==> src/rtl/onehot_request_sequencer_if.sv <==
// Purpose : bundle of request, grant handshake and status signals for onehot_request_sequencer.
// Latency : none (wires only).
// Backpressure: valid/ready on the grant; ready is sampled only while valid=1.
// Ports   : req (8, level requests), onehot/valid (grant), ready (consumer accept),
//           pending (8, queued sources), drop_cnt (DROP_W, saturating lost-event count).
// Modports: slave = the sequencer, master = the agent driving req/ready.
interface onehot_request_sequencer_if #(
   parameter int DROP_W = 8
);
   logic [7:0]        req;
   logic [7:0]        onehot;
   logic              valid;
   logic              ready;
   logic [7:0]        pending;
   logic [DROP_W-1:0] drop_cnt;

   modport slave (
      input  req,
      input  ready,
      output onehot,
      output valid,
      output pending,
      output drop_cnt
   );

   modport master (
      output req,
      output ready,
      input  onehot,
      input  valid,
      input  pending,
      input  drop_cnt
   );
endinterface

==> src/rtl/onehot_request_sequencer.sv <==
// Purpose : rising edges on 8 request lines become sticky pending bits, served round-robin as a one-hot grant.
// Latency : req rise -> pending after 1 edge, -> valid after 2 edges (+2 each with ONEHOT_SEQ_SYNC_EN).
// Backpressure: onehot held stable while ready=0; one grant per cycle with ready=1; events on a still-pending source are dropped and counted.
// Ports   : clk, rst_n (synchronous, active-low); bus (onehot_request_sequencer_if.slave):
//           req in, ready in, onehot/valid/pending/drop_cnt out (all registered).
// Build   : define ONEHOT_SEQ_SYNC_EN to put a two-flop synchronizer on every req bit.
module onehot_request_sequencer #(
   parameter int DROP_W = 8
) (
   input  logic                       clk,
   input  logic                       rst_n,
   onehot_request_sequencer_if.slave  bus
);

   localparam logic [0:0] S_IDLE    = 1'b0;
   localparam logic [0:0] S_PRESENT = 1'b1;

   // Sum width wide enough for drop_cnt plus up to 8 drops without wrapping.
   localparam int              SW      = ((DROP_W > 4) ? DROP_W : 4) + 1;
   localparam logic [SW-1:0]   CNT_MAX = SW'({DROP_W{1'b1}});

   logic [0:0]        state;
   logic [7:0]        onehot_q;
   logic [7:0]        pending_q;
   logic [DROP_W-1:0] drop_q;
   logic [2:0]        ptr;
   logic [7:0]        req_q;
   logic [7:0]        req_s;

`ifdef ONEHOT_SEQ_SYNC_EN
   logic [7:0] sync1;
   logic [7:0] sync2;

   always_ff @(posedge clk) begin
      if (!rst_n) begin
         sync1 <= 8'h00;
         sync2 <= 8'h00;
      end else begin
         sync1 <= bus.req;
         sync2 <= sync1;
      end
   end

   assign req_s = sync2;
`else
   assign req_s = bus.req;
`endif

   // Round-robin search: first pending bit at or above ptr, wrapping modulo 8.
   logic       found;
   logic [2:0] gidx;
   logic [2:0] idx;

   always_comb begin
      found = 1'b0;
      gidx  = 3'd0;
      idx   = 3'd0;
      for (int k = 0; k < 8; k++) begin
         idx = ptr + 3'(k);
         if (!found && pending_q[idx]) begin
            found = 1'b1;
            gidx  = idx;
         end
      end
   end

   logic [7:0] evt;
   logic [7:0] grant_oh;
   logic [7:0] clr;
   logic [7:0] drop;
   logic [7:0] pending_n;
   logic       load;

   assign evt      = req_s & ~req_q;
   assign grant_oh = 8'b1 << gidx;
   // A grant is loaded from IDLE whenever work exists, or back-to-back on an accepted transfer.
   assign load     = found && ((state == S_IDLE) || bus.ready);
   assign clr      = load ? grant_oh : 8'h00;
   // An event on the bit being granted this cycle re-arms it rather than being lost,
   // so it is not counted as a drop.
   assign drop     = evt & pending_q & ~clr;
   // Set wins over clear on the same bit.
   assign pending_n = (pending_q & ~clr) | evt;

   logic [3:0]    ndrop;
   logic [SW-1:0] drop_sum;
   logic [DROP_W-1:0] drop_n;

   always_comb begin
      ndrop = 4'd0;
      for (int i = 0; i < 8; i++) begin
         ndrop = ndrop + {3'd0, drop[i]};
      end
      drop_sum = SW'(drop_q) + SW'(ndrop);
      drop_n   = (drop_sum > CNT_MAX) ? {DROP_W{1'b1}} : drop_sum[DROP_W-1:0];
   end

   always_ff @(posedge clk) begin
      if (!rst_n) begin
         state     <= S_IDLE;
         onehot_q  <= 8'h00;
         pending_q <= 8'h00;
         drop_q    <= '0;
         ptr       <= 3'd0;
         req_q     <= 8'h00;
      end else begin
         req_q     <= req_s;
         pending_q <= pending_n;
         drop_q    <= drop_n;
         if (load) begin
            state    <= S_PRESENT;
            onehot_q <= grant_oh;
            ptr      <= gidx + 3'd1;
         end else if ((state == S_PRESENT) && bus.ready) begin
            state    <= S_IDLE;
            onehot_q <= 8'h00;
         end
      end
   end

   assign bus.onehot   = onehot_q;
   assign bus.valid    = (state == S_PRESENT);
   assign bus.pending  = pending_q;
   assign bus.drop_cnt = drop_q;

endmodule

==> src/flat_wrapper.sv <==
// flat-port wrapper written by rule: the top's interface ports become plain ports
module onehot_request_sequencer_flat 
#(
   parameter int DROP_W = 8
)
  (clk, rst_n, bus_req, bus_ready, bus_onehot, bus_valid, bus_pending, bus_drop_cnt);
  onehot_request_sequencer_if #(.DROP_W(DROP_W)) bus_i ();
  input  logic clk;
  input  logic rst_n;
  input wire logic [$bits(bus_i.req)-1:0] bus_req;
  input wire logic [$bits(bus_i.ready)-1:0] bus_ready;
  output wire logic [$bits(bus_i.onehot)-1:0] bus_onehot;
  output wire logic [$bits(bus_i.valid)-1:0] bus_valid;
  output wire logic [$bits(bus_i.pending)-1:0] bus_pending;
  output wire logic [$bits(bus_i.drop_cnt)-1:0] bus_drop_cnt;
  assign bus_i.req = bus_req;
  assign bus_i.ready = bus_ready;
  assign bus_onehot = bus_i.onehot;
  assign bus_valid = bus_i.valid;
  assign bus_pending = bus_i.pending;
  assign bus_drop_cnt = bus_i.drop_cnt;
  onehot_request_sequencer #(.DROP_W(DROP_W)) u_core (.clk(clk), .rst_n(rst_n), .bus(bus_i));
endmodule
==> config.mk <==
export PLATFORM = sky130hd
export DESIGN_NAME = onehot_request_sequencer_flat
export DESIGN_NICKNAME = d
export VERILOG_FILES = /design/src/rtl/onehot_request_sequencer_if.sv /design/src/rtl/onehot_request_sequencer.sv /design/src/flat_wrapper.sv
export SDC_FILE = /design/constraint.sdc
export NUM_CORES = 1
export LEC_CHECK = 0
export CAP_MARGIN = 20
export CORE_MARGIN = 4
export CORE_UTILIZATION = 60
export DETAILED_ROUTE_END_ITERATION = 12
export HOLD_SLACK_MARGIN = 0.15
export PLACE_DENSITY = 0.85
export SYNTH_ARGS = -nofsm -noshare
export SYNTH_HDL_FRONTEND = slang
export SYNTH_SLANG_ARGS = --single-unit
==> constraint.sdc <==
create_clock -name clk -period 16.23 [get_ports clk]
set_clock_uncertainty 0.1 [all_clocks]
set_input_delay 3.246 -clock clk [delete_from_list [all_inputs] [get_ports clk]]
set_output_delay 3.246 -clock clk [all_outputs]
set_load 0.005 [all_outputs]
==> metrics.md <==
| Metric | Value |
|---|---|
| Hold buffers post-CTS | 0 |
| Row cnt | 24 |
| H-tree Lvls | 2 |
| Starting DRT DRC Count | 199 |
| Post-route total power | 0.7720 mW |
| Post-CTS setup buffer count | 0 |
| First-pass GRT wire length | 11.15 mm |
| Die area | 5894 um2 |
| Crit share post-route | 51.49% |
| Syn. warnings | 0 |
| Post-layout util | 72.60% |
| Die height | 76.77 um |
| Status | completed |
| # IOs | 36 |
| DRC violations left | 0 |
| CTS tree | done |
| Asr flop ratio synth | 0% |
| Die X | 76.77 um |
| Hold Path Class | flop to flop |
| Hpwl dp | 4.767 mm |
| Final worst path period need | 8.356 ns |
| Layout cells sized above 1 | 16.56% |
| Total Routed Length | 6.410 mm |
| RePlAce Congestion | 0.8779 |
| Port buffer count | 35 |
| Met3 WL | 246 um |
| Routed Antenna Nets | 0 |
| Drt first pass iters | 4 |
| # setup viols final | 0 |
| Met2 WL | 3.265 mm |
| WS Path Type | input port to flop |
| Most frequent cells in the layout | dfxtp_1, clkdlybuf4s50_1, nand2_1, a21oi_1, nor2b_1 |
| RSZ-0062 raised after global routing | no |
| Vias | 2293 |
| Starting Density | 63.42% |
| FMAX | 119.7 MHz |
| Max-cap viol count | 0 |
| Maximum clock insertion buffer count | 2 |
| Wirelength per Cell | 17.51 um |
| Number of diodes | 0 |
| Mapped Nets | 316 |
| Crit path DAT | 8.40 ns |
| Antenna violations before repair | 0 |
| CP startpoint kind | input port |
| Inserted Clock Buffers | 5 |
| Root buf cell | clkbuf_8 |
| Largest net degree at the start of global routing | 25 |
| Slew @ Worst Pin | 0.7818 ns |
| Global Route Usage Sum | 23.15% |
| Final hold vios | 0 |
| PwrDens | 237.7 nW/um2 |
| Grt ovf | 0 |
| Met1 Wirelength | 2.765 mm |
| Required @ worst endpoint | 16.28 ns |
| Sum of negative setup slack | 0 ns |
| Count of cell types in the netlist | 66 |
| Nets | 341 |
| Cell count after synthesis | 289 |
| Mapped Area | 2838 um2 |
| Resized cells post-CTS | 0 |
| Worst skew pair latency | 0.29 ns |
| Reg clk slew, reported paths | 0.07 ns |
| Slew Limit Fails | 0 |
| EDFF count, synth | 0 |
| Vias/cell | 6.265 |
| Worst-path fanout max | 10 |
| P_leak | 1.213 nW |
| Register area share after synthesis | 25.40% |
| Post-synth top flop | dfxtp_1 |
| Seq cells post-synth | 36 |
| Worst vdd ir | 0.0001191 V |
| Clk sinks | 36 |
| Commonest non-fill, non-tap cell in the layout | dfxtp_1 |
| Slew HR | 47.81% |
| Area added between synthesis and finish | 14.46% |
| Number of global-route vias before repair | 2344 |
| CORE AREA | 4474 um2 |
| Syn Area/Cell | 9.819 um2 |
| DR top layer | met4 |
| Crit. End Element | flop |
[per-layer routing]
| metal | track usage (%) | up-vias |
|---|---|---|
| li1 | - | 1109 |
| met1 | 29.24 | 1119 |
| met2 | 39.46 | 54 |
| met3 | 2.927 | 11 |
| met4 | 10.33 | 0 |
| met5 | 0 | - |
[synthesized netlist by cell type (4+ instances only)]
cell type	n	share of area [%]
mux4_2	15	12
and2_1	14	3.1
a32o_1	4	1.4
o21ai_0	8	1.4
mux2i_1	7	2.5
nor3_1	5	0.88
o211ai_1	4	1.1
ha_1	11	4.9
clkbuf_1	6	0.79
buf_6	4	1.6
fa_1	5	3.5
a21oi_1	18	3.2
nor2_1	13	1.7
dfxtp_1	36	25
inv_1	15	2.0
mux2_2	7	2.8
xnor2_1	4	1.2
nor2b_1	16	3.5
buf_2	6	1.1
nand2_1	18	2.4
nand2b_1	7	1.5
o21a_1	4	1.1
a31oi_1	4	0.88
[kinds of logic after synthesis]
family / share of synthesized area [%]
muxes: 18.92
buffers and inverters: 5.687
xor gates and xnor gates: 2.734
and+or+nand+nor: 18.52
AOI/OAI and AO/OA: 20.37
adders and majority gates: 8.377
DFF: 25.40
[state kept, by name, summed over array words and instances, names as in the netlist]
signal               flops
u_core.req_q             8
u_core.bus.pending       8
u_core.ptr               3
u_core.bus.drop_cnt      8
u_core.bus.onehot        8
u_core.bus.valid         1
[area by class of cell]
class / count / area, um2
clock buffer: 7 / 96.34
fill: 327 / 1226
inverter: 16 / 60.06
multi-input combinational: 220 / 1956
sequential: 36 / 720.7
tap: 52 / 65.06
timing repair buffer: 35 / 350.3
[metrics by stage]
stage               cell area [um2]  hold WS, ns  std cells  worst slack, ns
floorplan                      2838       0.3527        289            8.659
global placement               3152       0.3528        359            7.849
detailed placement             3152       0.3543        359            7.635
CTS                            3248       0.3698        366            7.917
global route                   3248       0.4003        366            7.450
finish                         3248       0.3702        366            7.874
[where the power goes]
group	total, mW	leakage (nW)	switching (mW)	internal (mW)
logic	0.557	0.866	0.307	0.250
registers	0.147	0.297	0.0383	0.109
clock network	0.0676	0.0503	0.0299	0.0378
total	0.772	1.21	0.375	0.397
[critical path: stages]
cell and delay [ns]:
clkdlybuf4s50_1 0.49, nor2b_1 0.07, nor2_2 0.22, and2_1 0.45, a21oi_1 0.13, ha_1 0.30, inv_1 0.05, fa_1 0.50
fa_1 0.52, fa_1 0.48, fa_1 0.55, inv_1 0.06, ha_1 0.26, a21o_1 0.15, a21oi_1 0.23, nor2b_1 0.07
o21ai_0 0.26, xor2_1 0.23, a21oi_1 0.11
[worst paths after layout]
kind	slack, ns	endpoint	cells after the start	start
min reg2reg	0.37	u_core.bus.onehot[1]	1	u_core.bus.onehot[1]
min	0.37	u_core.bus.onehot[1]	1	u_core.bus.onehot[1]
max	7.87	u_core.bus.drop_cnt[5]	19	bus_ready
max reg2reg	8.06	u_core.bus.drop_cnt[5]	23	u_core.ptr[0]
No activity file was read; power rests on OpenSTA's default activity.
